File: src/rtl/conv3x3_sequencer.sv
// Walks a zero-padded 3x3 window over the pixel RAM in raster order, feeding
// pixel/coefficient pairs to an external MAC and storing its clamped result.
module conv3x3_sequencer #(
  parameter int IMG_W  = 8,
  parameter int IMG_H  = 8,
  parameter int ADDR_W = 6
) (
  input  logic              clock,
  input  logic              reset,
  input  logic              start,
  output logic              busy,
  output logic              done,
  input  logic              coeff_we,
  input  logic [3:0]        coeff_idx,
  input  logic [7:0]        coeff_data,
  output logic              rd_en,
  output logic [ADDR_W-1:0] rd_addr,
  input  logic [7:0]        rd_data,
  output logic              mac_clear,
  output logic              mac_enable,
  output logic [7:0]        mac_pixel,
  output logic [7:0]        mac_coeff,
  input  logic [7:0]        mac_result,
  output logic              wr_en,
  output logic [ADDR_W-1:0] wr_addr,
  output logic [7:0]        wr_data
);
  // Neighbour coordinates carry a sign bit and one headroom bit.
  localparam int CW = ADDR_W + 2;
  localparam logic signed [CW-1:0] W_S    = CW'(IMG_W);
  localparam logic signed [CW-1:0] H_S    = CW'(IMG_H);
  localparam logic [ADDR_W-1:0]    W_A    = ADDR_W'(IMG_W);
  localparam logic [ADDR_W-1:0]    LAST_X = ADDR_W'(IMG_W - 1);
  localparam logic [ADDR_W-1:0]    LAST_Y = ADDR_W'(IMG_H - 1);

  typedef enum logic [2:0] {IDLE, CLEAR, ACC, LAST, WRITE} state_t;

  state_t             state_reg, state_next;
  logic [ADDR_W-1:0]  x_reg, y_reg;
  logic [3:0]         tap_reg;
  logic               oob_reg;
  logic               done_reg;
  logic [7:0]         coeff_reg [0:8];

  logic                     last_x, last_y;
  logic signed [CW-1:0]     dx, dy, nx, ny;
  logic                     in_range;
  logic [ADDR_W-1:0]        nb_addr;

  assign last_x = (x_reg == LAST_X);
  assign last_y = (y_reg == LAST_Y);
  assign busy   = (state_reg != IDLE);
  assign done   = done_reg;

  always_ff @(posedge clock or posedge reset) begin
    if (reset) begin
      state_reg <= IDLE;
      x_reg     <= '0;
      y_reg     <= '0;
      tap_reg   <= '0;
      oob_reg   <= 1'b0;
      done_reg  <= 1'b0;
      for (int i = 0; i < 9; i++) coeff_reg[i] <= '0;
    end else begin
      state_reg <= state_next;
      done_reg  <= (state_reg == WRITE) && last_x && last_y;
      // Remembers a skipped read so the matching MAC operand is zeroed.
      oob_reg   <= ~rd_en;
      if (state_reg == IDLE && coeff_we && coeff_idx <= 4'd8)
        coeff_reg[coeff_idx] <= coeff_data;
      if (state_reg == IDLE || state_reg == WRITE)
        tap_reg <= '0;
      else
        tap_reg <= tap_reg + 4'd1;
      if (state_reg == WRITE) begin
        if (last_x) begin
          x_reg <= '0;
          y_reg <= last_y ? '0 : y_reg + 1'b1;
        end else begin
          x_reg <= x_reg + 1'b1;
        end
      end
    end
  end

  always_comb begin
    state_next = state_reg;
    case (state_reg)
      IDLE:    if (start) state_next = CLEAR;
      CLEAR:   state_next = ACC;
      ACC:     if (tap_reg == 4'd8) state_next = LAST;
      LAST:    state_next = WRITE;
      WRITE:   state_next = (last_x && last_y) ? IDLE : CLEAR;
      default: state_next = IDLE;
    endcase
  end

  // Tap k maps to dy = k/3 - 1, dx = k%3 - 1.
  always_comb begin
    dx = '0;
    dy = '0;
    case (tap_reg)
      4'd0, 4'd3, 4'd6: dx = '1;
      4'd2, 4'd5, 4'd8: dx = CW'(1);
      default:          dx = '0;
    endcase
    if (tap_reg < 4'd3)
      dy = '1;
    else if (tap_reg >= 4'd6)
      dy = CW'(1);
    nx       = $signed({2'b00, x_reg}) + dx;
    ny       = $signed({2'b00, y_reg}) + dy;
    in_range = !nx[CW-1] && (nx < W_S) && !ny[CW-1] && (ny < H_S);
    nb_addr  = ny[ADDR_W-1:0] * W_A + nx[ADDR_W-1:0];
  end

  always_comb begin
    rd_en      = 1'b0;
    rd_addr    = '0;
    mac_clear  = 1'b0;
    mac_enable = 1'b0;
    mac_pixel  = '0;
    mac_coeff  = '0;
    wr_en      = 1'b0;
    wr_addr    = '0;
    wr_data    = '0;
    if (state_reg == CLEAR || state_reg == ACC) begin
      mac_clear = (state_reg == CLEAR);
      rd_en     = in_range;
      if (in_range) rd_addr = nb_addr;
    end
    if (state_reg == ACC || state_reg == LAST) begin
      mac_enable = 1'b1;
      mac_pixel  = oob_reg ? 8'd0 : rd_data;
      mac_coeff  = coeff_reg[tap_reg - 4'd1];
    end
    if (state_reg == WRITE) begin
      wr_en   = 1'b1;
      wr_addr = y_reg * W_A + x_reg;
      wr_data = mac_result;
    end
  end

endmodule

File: config.mk
export PLATFORM = sky130hd
export DESIGN_NAME = conv3x3_sequencer
export DESIGN_NICKNAME = d
export VERILOG_FILES = /design/src/rtl/conv3x3_sequencer.sv
export SDC_FILE = /design/constraint.sdc
export NUM_CORES = 1
export LEC_CHECK = 0
export BUFFER_PORTS_ARGS = -buffer_cell sky130_fd_sc_hd__buf_2
export CAP_MARGIN = 20
export CORE_MARGIN = 5
export CORE_UTILIZATION = 62
export CTS_CLUSTER_DIAMETER = 80
export DETAILED_ROUTE_END_ITERATION = 12
export PLACE_DENSITY = 0.85
export SYNTH_ARGS = -nofsm -noshare
export SYNTH_HDL_FRONTEND = slang
export SYNTH_SLANG_ARGS = --single-unit
File: constraint.sdc
create_clock -name clock -period 10.2 [get_ports clock]
set_clock_uncertainty 0.15 [all_clocks]
set_input_delay 2.04 -clock clock [delete_from_list [all_inputs] [get_ports clock]]
set_output_delay 2.04 -clock clock [all_outputs]
set_load 0.01 [all_outputs]
==> results of run 1 <==
## cell usage in the layout (no fill, tap or decap), types with 4 or more instances in the layout
master and instances:
dfrtp_1 93, buf_2 73, mux2_2 72, nand2_1 33, nor2_1 27, ha_1 22
inv_1 19, xnor2_1 17, nor3_1 16, mux4_2 16, and3_1 15, a21oi_1 15
and2_1 10, xor2_1 9, clkbuf_8 9, o21ai_0 8, nand3_1 8, a31oi_1 8
nor2b_1 5, buf_4 5, fa_1 4
## area by class of cell
| cell class | count | area, µm² |
|---|---|---|
| well taps | 105 | 131.4 |
| inverters | 20 | 76.32 |
| clock buffers | 9 | 123.9 |
| clock inverters | 7 | 78.83 |
| repair buffers | 81 | 465.4 |
| flip-flops and latches | 93 | 2327 |
| multi-input cells | 319 | 2795 |
| fillers | 596 | 2260 |
## cell usage after synthesis (3+ instances only)
library cell / instances / area share (%)
nand3_1: 8 / 0.76
nand2_1: 33 / 2.3
and3_1: 15 / 1.8
nor2_1: 27 / 1.9
a21oi_1: 15 / 1.4
dfrtp_1: 93 / 44
mux2_2: 72 / 15
mux4_2: 16 / 6.8
nor2b_1: 5 / 0.59
xnor2_1: 17 / 2.8
a31oi_1: 8 / 0.95
clkbuf_1: 6 / 0.43
o21ai_0: 8 / 0.76
xor2_1: 9 / 1.5
and2_1: 10 / 1.2
nand4_1: 3 / 0.36
fa_1: 4 / 1.5
nor3b_1: 3 / 0.43
nor3_1: 16 / 1.5
ha_1: 22 / 5.2
buf_2: 10 / 0.95
a21o_1: 3 / 0.43
inv_1: 20 / 1.4
## final timing paths
kind                                            from                         to  slack, ns  depth (start not counted)
max in group asynchronous                      reset       y_reg[5]$_DFFE_PP0P_       7.75                          4
max                             tap_reg[0]$_DFF_PP0_                 rd_addr[5]       3.51                         15
max reg2reg                     tap_reg[0]$_DFF_PP0_          oob_reg$_DFF_PP0_       5.95                         13
min in group asynchronous                      reset       tap_reg[2]$_DFF_PP0_       1.52                          3
min                        coeff_reg[63]$_DFFE_PP0P_  coeff_reg[63]$_DFFE_PP0P_       0.36                          1
min reg2reg                coeff_reg[63]$_DFFE_PP0P_  coeff_reg[63]$_DFFE_PP0P_       0.36                          1
## worst max-delay path, cell delays in order (launching register included)
cell and delay, ns:
dfrtp_1 0.59, buf_16 0.26, inv_1 0.08, ha_1 0.29, nor3_1 0.09, nor3_1 0.74, inv_1 0.15, fa_1 0.46
nand2b_1 0.19, a21oi_1 0.16, xor2_1 0.12, fa_1 0.41, xnor2_1 0.20, xnor2_1 0.09, nor3_1 0.13, buf_2 0.16
## where the power goes
part	total [mW]	switching [mW]	internal [mW]
Sequential	0.581	0.0922	0.489
Clock	0.248	0.151	0.0975
Combinational	0.859	0.447	0.412
Total	1.69	0.690	0.998
## metal layers
| metal | up-vias | part of all wire [%] |
|---|---|---|
| li1 | 1751 | - |
| met1 | 1892 | 41 |
| met2 | 107 | 52 |
| met3 | 23 | 4.8 |
| met4 | 0 | 2.3 |
| met5 | - | 0 |
## per-stage QoR
step / instances / hold WS (ns) / instance area (µm²) / power (mW) / setup WS (ns)
2_1_floorplan: 449 / 0.3227 / 5278 / 1.213 / 4.476
3_3_place_gp: 615 / 0.3318 / 5733 / 1.374 / 3.727
3_5_place_dp: 615 / 0.3401 / 5733 / 1.428 / 3.547
4_1_cts: 631 / 0.3627 / 5936 / 1.679 / 3.139
5_1_grt: 634 / 0.3686 / 5998 / 1.820 / 3.008
6_report: 634 / 0.3600 / 5998 / 1.688 / 3.508
## cell families after synthesis
group / after synthesis / synth area share (%)
AND/OR/NAND/NOR: 134 / 14.13
flip-flops: 93 / 44.10
multiplexers: 88 / 22.19
AO/OA/AOI/OAI: 45 / 5.595
buffers and inverters: 37 / 2.940
XOR/XNOR: 26 / 4.315
adder cells (fa/ha/maj): 26 / 6.733
==> results.py, run 1 <==
metrics = {
    "timing": {
        "hold_violations": 0,
        "rsz0062_at_grt": "no",
        "tightest_slew_ns": 1.043,
        "period_needed_ns": 6.692,
        "tns_ns": 0,
        "slew_violations": 0,
        "setup-violations-final": 0,
        "min_period_over_period_pct": 65.61,
        "fmax_mhz": 149.4,
        "slew_headroom_pct": 30.36,
    },
    "power_and_ir_drop": {
        "powerDensity_nw_per_um2": 281.4,
        "peakVddDrop_mv": 0.1819,
        "leakagePower_nw": 2.933,
    },
    "die": {
        "io_pins": 74,
        "core_area_um2": 8258,
        "die_h_um": 102.3,
        "start_util_pct": 63.91,
        "die_area_um2": 10460,
        "rows": 33,
        "fp.dieW_um": 102.3,
    },
    "detailed_routing": {
        "routed_wl_um": 12080,
        "vias": 3773,
        "wl_per_cell_um": 19.06,
        "drt-initial-drc-count": 176,
        "drc": 0,
        "firstDrtPassIters": 5,
        "vias_per_cell": 5.951,
        "antenna_left": 0,
    },
    "synthesis": {
        "synth_flop_cell": "dfrtp_1",
        "syn-mean-instance-area_um2": 11.75,
        "ys_seq_area_share_pct": 44.10,
        "synth.net_count": 507,
        "synth_cell_types": 44,
        "synth_edf_count": 0,
        "async_flop_share_pct": 100.0,
        "ys_seq_elements": 93,
        "netlist_instances": 449,
        "ys_warn_count": 0,
        "syn_area_um2": 5278,
    },
    "clocking": {
        "cts_buffers": 9,
        "clockRootBuffer": "clkbuf_8",
        "cts_hold_buf": 0,
        "clk_latency_ns": 0.37,
        "cts.reportedPaths.clkPinSlew_ns": 0.10,
        "cts_tree": "done",
        "cts.path.max_buffers": 2,
        "postCtsSetupBuffers": 0,
        "clock-sinks": 93,
        "cts.repair.resized": 0,
        "cts_max_level": 3,
    },
    "final_layout": {
        "fin_util_pct": 72.64,
        "antenna_cells": 0,
        "area_growth_pct": 13.66,
        "nets": 582,
        "drive_gt1_share_pct": 37.62,
        "largest_reg_flops": 72,
    },
    "grt": {
        "grt-busiest-layer": "met2",
        "grt_max_degree": 94,
        "grt_pass1_wl_um": 19860,
        "grt_pass1_vias": 3967,
        "grt_use_met1_pct": 31.83,
        "met3_usage_pct": 3.823,
        "grt_antenna_before_repair": 0,
        "grt-ovfl-total": 0,
        "grt_usage_pct": 24.95,
        "use_met2_pct": 42.08,
    },
    "job": {
        "cap_violations": 0,
    },
    "placement": {
        "gp_congestion": 0.8960,
        "dp_hpwl_um": 8612,
        "portBuffers": 73,
    },
    "critical_path": {
        "cp.required_ns": 8.01,
        "arrival_ns": 4.50,
        "startpoint_type": "flip-flop",
        "path_class": "flip-flop to output pin",
        "crit_path_end_kind": "output pin",
        "worstPathMaxFanout": 16,
    },
    "status": {
        "status": "finished clean",
    },
    "min_path": {
        "hp-class": "flip-flop to flip-flop",
    },
}
Note: power is estimated with default switching activity, not from simulation.
==> inputs of run 2 (changes only) <==
--- a/config.mk
+++ b/config.mk
@@ -8,10 +8,10 @@
 export BUFFER_PORTS_ARGS = -buffer_cell sky130_fd_sc_hd__buf_2
 export CAP_MARGIN = 20
 export CORE_MARGIN = 5
-export CORE_UTILIZATION = 62
+export CORE_UTILIZATION = 58
 export CTS_CLUSTER_DIAMETER = 80
 export DETAILED_ROUTE_END_ITERATION = 12
-export PLACE_DENSITY = 0.85
+export PLACE_DENSITY = 0.81
 export SYNTH_ARGS = -nofsm -noshare
 export SYNTH_HDL_FRONTEND = slang
 export SYNTH_SLANG_ARGS = --single-unit
==> constraint.sdc (replaced) <==
create_clock -name clock -period 6.55 [get_ports clock]
set_clock_uncertainty 0.15 [all_clocks]
set_input_delay 1.31 -clock clock [delete_from_list [all_inputs] [get_ports clock]]
set_output_delay 1.31 -clock clock [all_outputs]
set_load 0.01 [all_outputs]
==> run 2 against run 1 <==
- die area grew 6.2%
- critical path type unchanged
- clock power grew 46%
- final cell count grew 0.47%
- combinational power grew 56%
- wire length grew 0.12%
- sequential share of layout area grew 0.20 points
- power grew 54%
- critical endpoint unchanged
==> results.py, run 2 (synthesized netlist as in run 1, its figures left out) <==
metrics = {
    "grt": {
        "grt_pass1_wl_um": 20350,
        "grt_antenna_before_repair": 0,
        "grt-ovfl-total": 0,
        "grt_pass1_vias": 4014,
        "grt_usage_pct": 23.04,
        "grt_max_degree": 89,
    },
    "power_and_ir_drop": {
        "comb_power_share_pct": 51.7,
        "leakagePower_nw": 2.912,
        "power.net_switching_mw": 1.063,
        "peakVddDrop_mv": 0.2274,
        "seq_power_share_pct": 34.3,
        "pwr-share-clk_pct": 14.0,
        "p_sw_share_pct": 40.89,
        "powerDensity_nw_per_um2": 435.8,
        "power.internal_mw": 1.537,
    },
    "clocking": {
        "cts_max_level": 3,
        "cts_buffers": 9,
        "cts_hold_buf": 0,
        "clk_latency_ns": 0.36,
        "cts.repair.resized": 0,
        "postCtsSetupBuffers": 0,
        "clock-sinks": 93,
        "cts.reportedPaths.clkPinSlew_ns": 0.09,
        "clockRootBuffer": "clkbuf_8",
        "cts_tree": "done",
        "cts.path.max_buffers": 2,
    },
    "die": {
        "fp.dieW_um": 105.4,
        "die_area_um2": 11110,
        "io_pins": 74,
        "start_util_pct": 59.93,
        "core_area_um2": 8806,
        "die_h_um": 105.4,
        "rows": 34,
    },
    "detailed_routing": {
        "antenna_left": 0,
        "routed_wl_um": 12100,
        "vias": 3781,
        "drt-initial-drc-count": 178,
        "firstDrtPassIters": 4,
        "wl_per_cell_um": 18.99,
        "drc": 0,
        "vias_per_cell": 5.936,
    },
    "timing": {
        "min_period_over_period_pct": 88.76,
        "hold_violations": 0,
        "fmax_mhz": 172.0,
        "tns_ns": 0,
        "slew_violations": 0,
        "rsz0062_at_grt": "no",
        "period_needed_ns": 5.814,
        "setup-violations-final": 0,
        "tightest_slew_ns": 1.101,
        "slew_headroom_pct": 26.42,
        "setup_slack_ns": 0.7363,
    },
    "final_layout": {
        "layout_common_cells": "dfrtp_1 (93), buf_2 (73), mux2_2 (72)",
        "nets": 582,
        "fill_cells": 648,
        "multi_input_area_um2": 2801,
        "area_growth_pct": 13.06,
        "antenna_cells": 0,
        "layout_commonest_cell": "dfrtp_1",
        "seq_area_um2": 2327,
        "largest_reg_flops": 72,
        "drive_gt1_share_pct": 37.81,
    },
    "job": {
        "cap_violations": 0,
    },
    "placement": {
        "portBuffers": 73,
        "dp_hpwl_um": 8371,
        "gp_congestion": 0.8678,
        "dp_slack_ns": 1.194,
    },
    "critical_path": {
        "worstPathMaxFanout": 23,
        "arrival_ns": 4.35,
        "timing.rr.start": "tap_reg[0]$_DFF_PP0_",
        "path_class": "flip-flop to output pin",
        "crit_path_end_kind": "output pin",
        "startpoint_type": "flip-flop",
        "cp.required_ns": 5.09,
        "cp-startpoint": "tap_reg[0]$_DFF_PP0_",
    },
    "status": {
        "status": "finished clean",
    },
    "min_path": {
        "hp-class": "flip-flop to flip-flop",
        "hp-start": "coeff_reg[58]$_DFFE_PP0P_",
    },
}
-- run 2: final timing paths --
check,to,cells past startpoint,slack [ns]
max in group asynchronous,oob_reg$_DFF_PP0_,4,4.77
min reg2reg,coeff_reg[58]$_DFFE_PP0P_,1,0.36
min in group asynchronous,state_reg[2]$_DFFE_PP0P_,2,0.64
min,coeff_reg[58]$_DFFE_PP0P_,1,0.36
max reg2reg,oob_reg$_DFF_PP0_,13,2.51
max,rd_addr[5],15,0.74
-- run 2: area by class of cell --
class | instances | share of cell area [%]
tap | 108 | 2.265
timing repair buffer | 81 | 7.465
sequential | 93 | 39.00
inverter | 20 | 1.279
multi-input combinational | 319 | 46.95
clock inverter | 7 | 0.9646
clock buffer | 9 | 2.076
-- run 2: routing by layer --
metal  up-vias  GRT usage [%]  wire (µm)  share of wire (%)
li1       1747              -          -                  -
met1      1864          28.48       4869                 40
met2       139          39.16       6047                 50
met3        31          5.196        802                6.6
met4         0          9.466        378                3.1
met5         -              0          0                  0
-- run 2: power by group through the flow --
stage | combinational (mW) | sequential [mW] | clock, mW
finish | 1.34 | 0.892 | 0.363
global route | 1.50 | 0.917 | 0.399
CTS | 1.33 | 0.889 | 0.370
detailed placement | 1.33 | 0.902 | 0
global placement | 1.28 | 0.884 | 0
floorplan | 1.04 | 0.848 | 0
-- run 2: critical path: stages, from the launching register on --
cell and delay [ns]:
dfrtp_1 0.37, buf_4 0.24, inv_1 0.14, ha_1 0.27, nor3_1 0.09, nor3_1 0.76, inv_1 0.15, fa_1 0.46
nand2b_1 0.18, a21oi_1 0.18, xor2_1 0.13, fa_1 0.43, xnor2_1 0.20, xnor2_1 0.09, nor3_1 0.13, buf_2 0.17
-- run 2: stage by stage --
stage / cell area, µm² / power [mW] / cells / hold slack [ns] / util [%]
2_1_floorplan: 5278 / 1.889 / 449 / 0.3227 / -
3_3_place_gp: 5743 / 2.165 / 618 / 0.3321 / 65.22
3_5_place_dp: 5743 / 2.229 / 618 / 0.3414 / 65.22
4_1_cts: 5924 / 2.594 / 634 / 0.3650 / 67.28
5_1_grt: 5967 / 2.813 / 637 / 0.3713 / 67.76
6_report: 5967 / 2.600 / 637 / 0.3593 / 67.76
==> inputs of run 3 (changes only) <==
--- a/config.mk
+++ b/config.mk
@@ -8,10 +8,10 @@
 export BUFFER_PORTS_ARGS = -buffer_cell sky130_fd_sc_hd__buf_2
 export CAP_MARGIN = 20
 export CORE_MARGIN = 5
-export CORE_UTILIZATION = 58
+export CORE_UTILIZATION = 52
 export CTS_CLUSTER_DIAMETER = 80
 export DETAILED_ROUTE_END_ITERATION = 12
-export PLACE_DENSITY = 0.81
+export PLACE_DENSITY = 0.76
 export SYNTH_ARGS = -nofsm -noshare
 export SYNTH_HDL_FRONTEND = slang
 export SYNTH_SLANG_ARGS = --single-unit
==> constraint.sdc (replaced) <==
create_clock -name clock -period 5 [get_ports clock]
set_clock_uncertainty 0.15 [all_clocks]
set_input_delay 1 -clock clock [delete_from_list [all_inputs] [get_ports clock]]
set_output_delay 1 -clock clock [all_outputs]
set_load 0.01 [all_outputs]
==> run 3 against run 2 <==
- final area up 0.86%
- global-route usage down 3.1 points
- via count down 0.90%
- die area up 10%
- clock power up 25%
- hold slack better by 0.0020 ns
- highest routed layer unchanged
==> results.py, run 3 (synthesized netlist as in run 1, its figures left out) <==
metrics = {
    "status": {
        "status": "finished clean",
    },
    "min_path": {
        "hp-class": "flip-flop to flip-flop",
    },
    "timing": {
        "min_period_over_period_pct": 94.16,
        "slew_violations": 0,
        "rsz0062_at_grt": "no",
        "period_needed_ns": 4.708,
        "setup-violations-final": 0,
        "tns_ns": 0,
        "tightest_slew_ns": 0.9754,
        "hold_violations": 0,
        "slew_headroom_pct": 34.84,
        "fmax_mhz": 212.4,
    },
    "clocking": {
        "clockRootBuffer": "clkbuf_8",
        "cts_hold_buf": 0,
        "cts_tree": "done",
        "cts.reportedPaths.clkPinSlew_ns": 0.09,
        "cts_buffers": 9,
        "cts.path.max_buffers": 2,
        "cts_max_level": 3,
        "clk_latency_ns": 0.35,
        "clock-sinks": 93,
    },
    "final_layout": {
        "nets": 585,
        "layout.cells.non_filler": 665,
        "multi_input_area_um2": 2805,
        "layout_common_cells": "dfrtp_1 (92), buf_2 (73), mux2_2 (72)",
        "largest_reg_flops": 72,
        "drive_gt1_share_pct": 38.53,
        "seq_area_um2": 2328,
        "area_growth_pct": 14.04,
        "fill_cells": 804,
        "fin_area_um2": 6018,
        "layout_commonest_cell": "dfrtp_1",
        "antenna_cells": 0,
    },
    "grt": {
        "grt_max_degree": 65,
        "grt-ovfl-total": 0,
        "grt_antenna_before_repair": 0,
        "grt_pass1_vias": 3782,
        "grt_pass1_wl_um": 19800,
        "grt_usage_pct": 19.93,
    },
    "detailed_routing": {
        "vias": 3747,
        "antenna_left": 0,
        "vias_per_cell": 5.635,
        "firstDrtPassIters": 4,
        "drt-initial-drc-count": 189,
        "routed_wl_um": 11850,
        "wl_per_cell_um": 17.82,
        "drc": 0,
    },
    "die": {
        "die_h_um": 110.7,
        "fp.dieW_um": 110.7,
        "core_area_um2": 9819,
        "die_area_um2": 12260,
        "start_util_pct": 53.75,
        "rows": 36,
        "io_pins": 74,
    },
    "critical_path": {
        "cp.required_ns": 3.85,
        "worstPathMaxFanout": 8,
        "crit_path_end_kind": "output pin",
        "path_class": "flip-flop to output pin",
        "startpoint_type": "flip-flop",
        "arrival_ns": 3.56,
    },
    "placement": {
        "gp_congestion": 0.8358,
        "portBuffers": 73,
        "dp_hpwl_um": 8492,
        "place_area_um2": 5798,
        "place_inst": 647,
    },
    "power_and_ir_drop": {
        "powerDensity_nw_per_um2": 566.0,
        "p_total_mw": 3.407,
        "peakVddDrop_mv": 0.2631,
        "leakagePower_nw": 2.919,
    },
    "job": {
        "cap_violations": 0,
    },
}
[run 3: layout make-up]
| type | count | share of cell area [%] |
|---|---|---|
| flip-flops and latches | 93 | 38.69 |
| multi-input cells | 319 | 46.61 |
| repair buffers | 84 | 7.775 |
| clock buffers | 10 | 2.121 |
| inverters | 20 | 1.268 |
| well taps | 133 | 2.765 |
| clock inverters | 6 | 0.7692 |
[run 3: power by group]
| group | leakage [nW] | internal, mW | switching (mW) | total (mW) |
|---|---|---|---|---|
| combinational | 1.63 | 0.855 | 0.928 | 1.78 |
| sequential | 1.21 | 0.998 | 0.170 | 1.17 |
| clock | 0.0833 | 0.185 | 0.270 | 0.454 |
| total | 2.92 | 2.04 | 1.37 | 3.41 |
[run 3: per-layer routing]
layer	global-route usage, %	part of all wire [%]
met1	25.78	42
met2	34.34	52
met3	4.203	5.3
met4	4.762	1.3
met5	0	0
[run 3: worst max-delay path: stages, from the launching register on]
cell and delay [ns]:
dfrtp_1 0.41, inv_1 0.08, ha_1 0.22, nor2b_2 0.15, and2_1 0.14, o21ai_0 0.08
ha_1 0.22, fa_1 0.42, a211oi_2 0.23, o21ai_1 0.09, a21boi_0 0.13, or3_1 0.36
a22o_4 0.31, nor3_1 0.19, buf_2 0.17
[run 3: path summary, 6_finish.rpt]
kind                                            from                        end  slack [ns]  cells past startpoint
min                        coeff_reg[55]$_DFFE_PP0P_  coeff_reg[55]$_DFFE_PP0P_        0.36                      1
max                             tap_reg[0]$_DFF_PP0_                 rd_addr[0]        0.29                     14
min reg2reg                coeff_reg[55]$_DFFE_PP0P_  coeff_reg[55]$_DFFE_PP0P_        0.36                      1
min in group asynchronous                      reset   coeff_reg[0]$_DFFE_PP0P_        0.42                      2
max reg2reg                     tap_reg[0]$_DFF_PP0_          oob_reg$_DFF_PP0_        1.65                     13
max in group asynchronous                      reset  coeff_reg[54]$_DFFE_PP0P_        3.30                      4
[run 3: repair_timing]
action | in CTS | in global routing
resized for setup | 0 | 4
setup endpoints to repair | 0 | 5
buffers inserted | 0 | 1
[run 3: metrics by stage]
| stage | hold slack (ns) | worst slack (ns) | utilization [%] |
|---|---|---|---|
| 4_1_cts | 0.3636 | 0.2276 | 60.82 |
| 5_1_grt | 0.3749 | 0.002114 | 61.29 |
| 3_3_place_gp | 0.3318 | 0.7486 | 59.05 |
| 3_5_place_dp | 0.3421 | 0.6269 | 59.05 |
| 6_report | 0.3612 | 0.2919 | 61.29 |
| 2_1_floorplan | 0.3227 | 0.3159 | - |
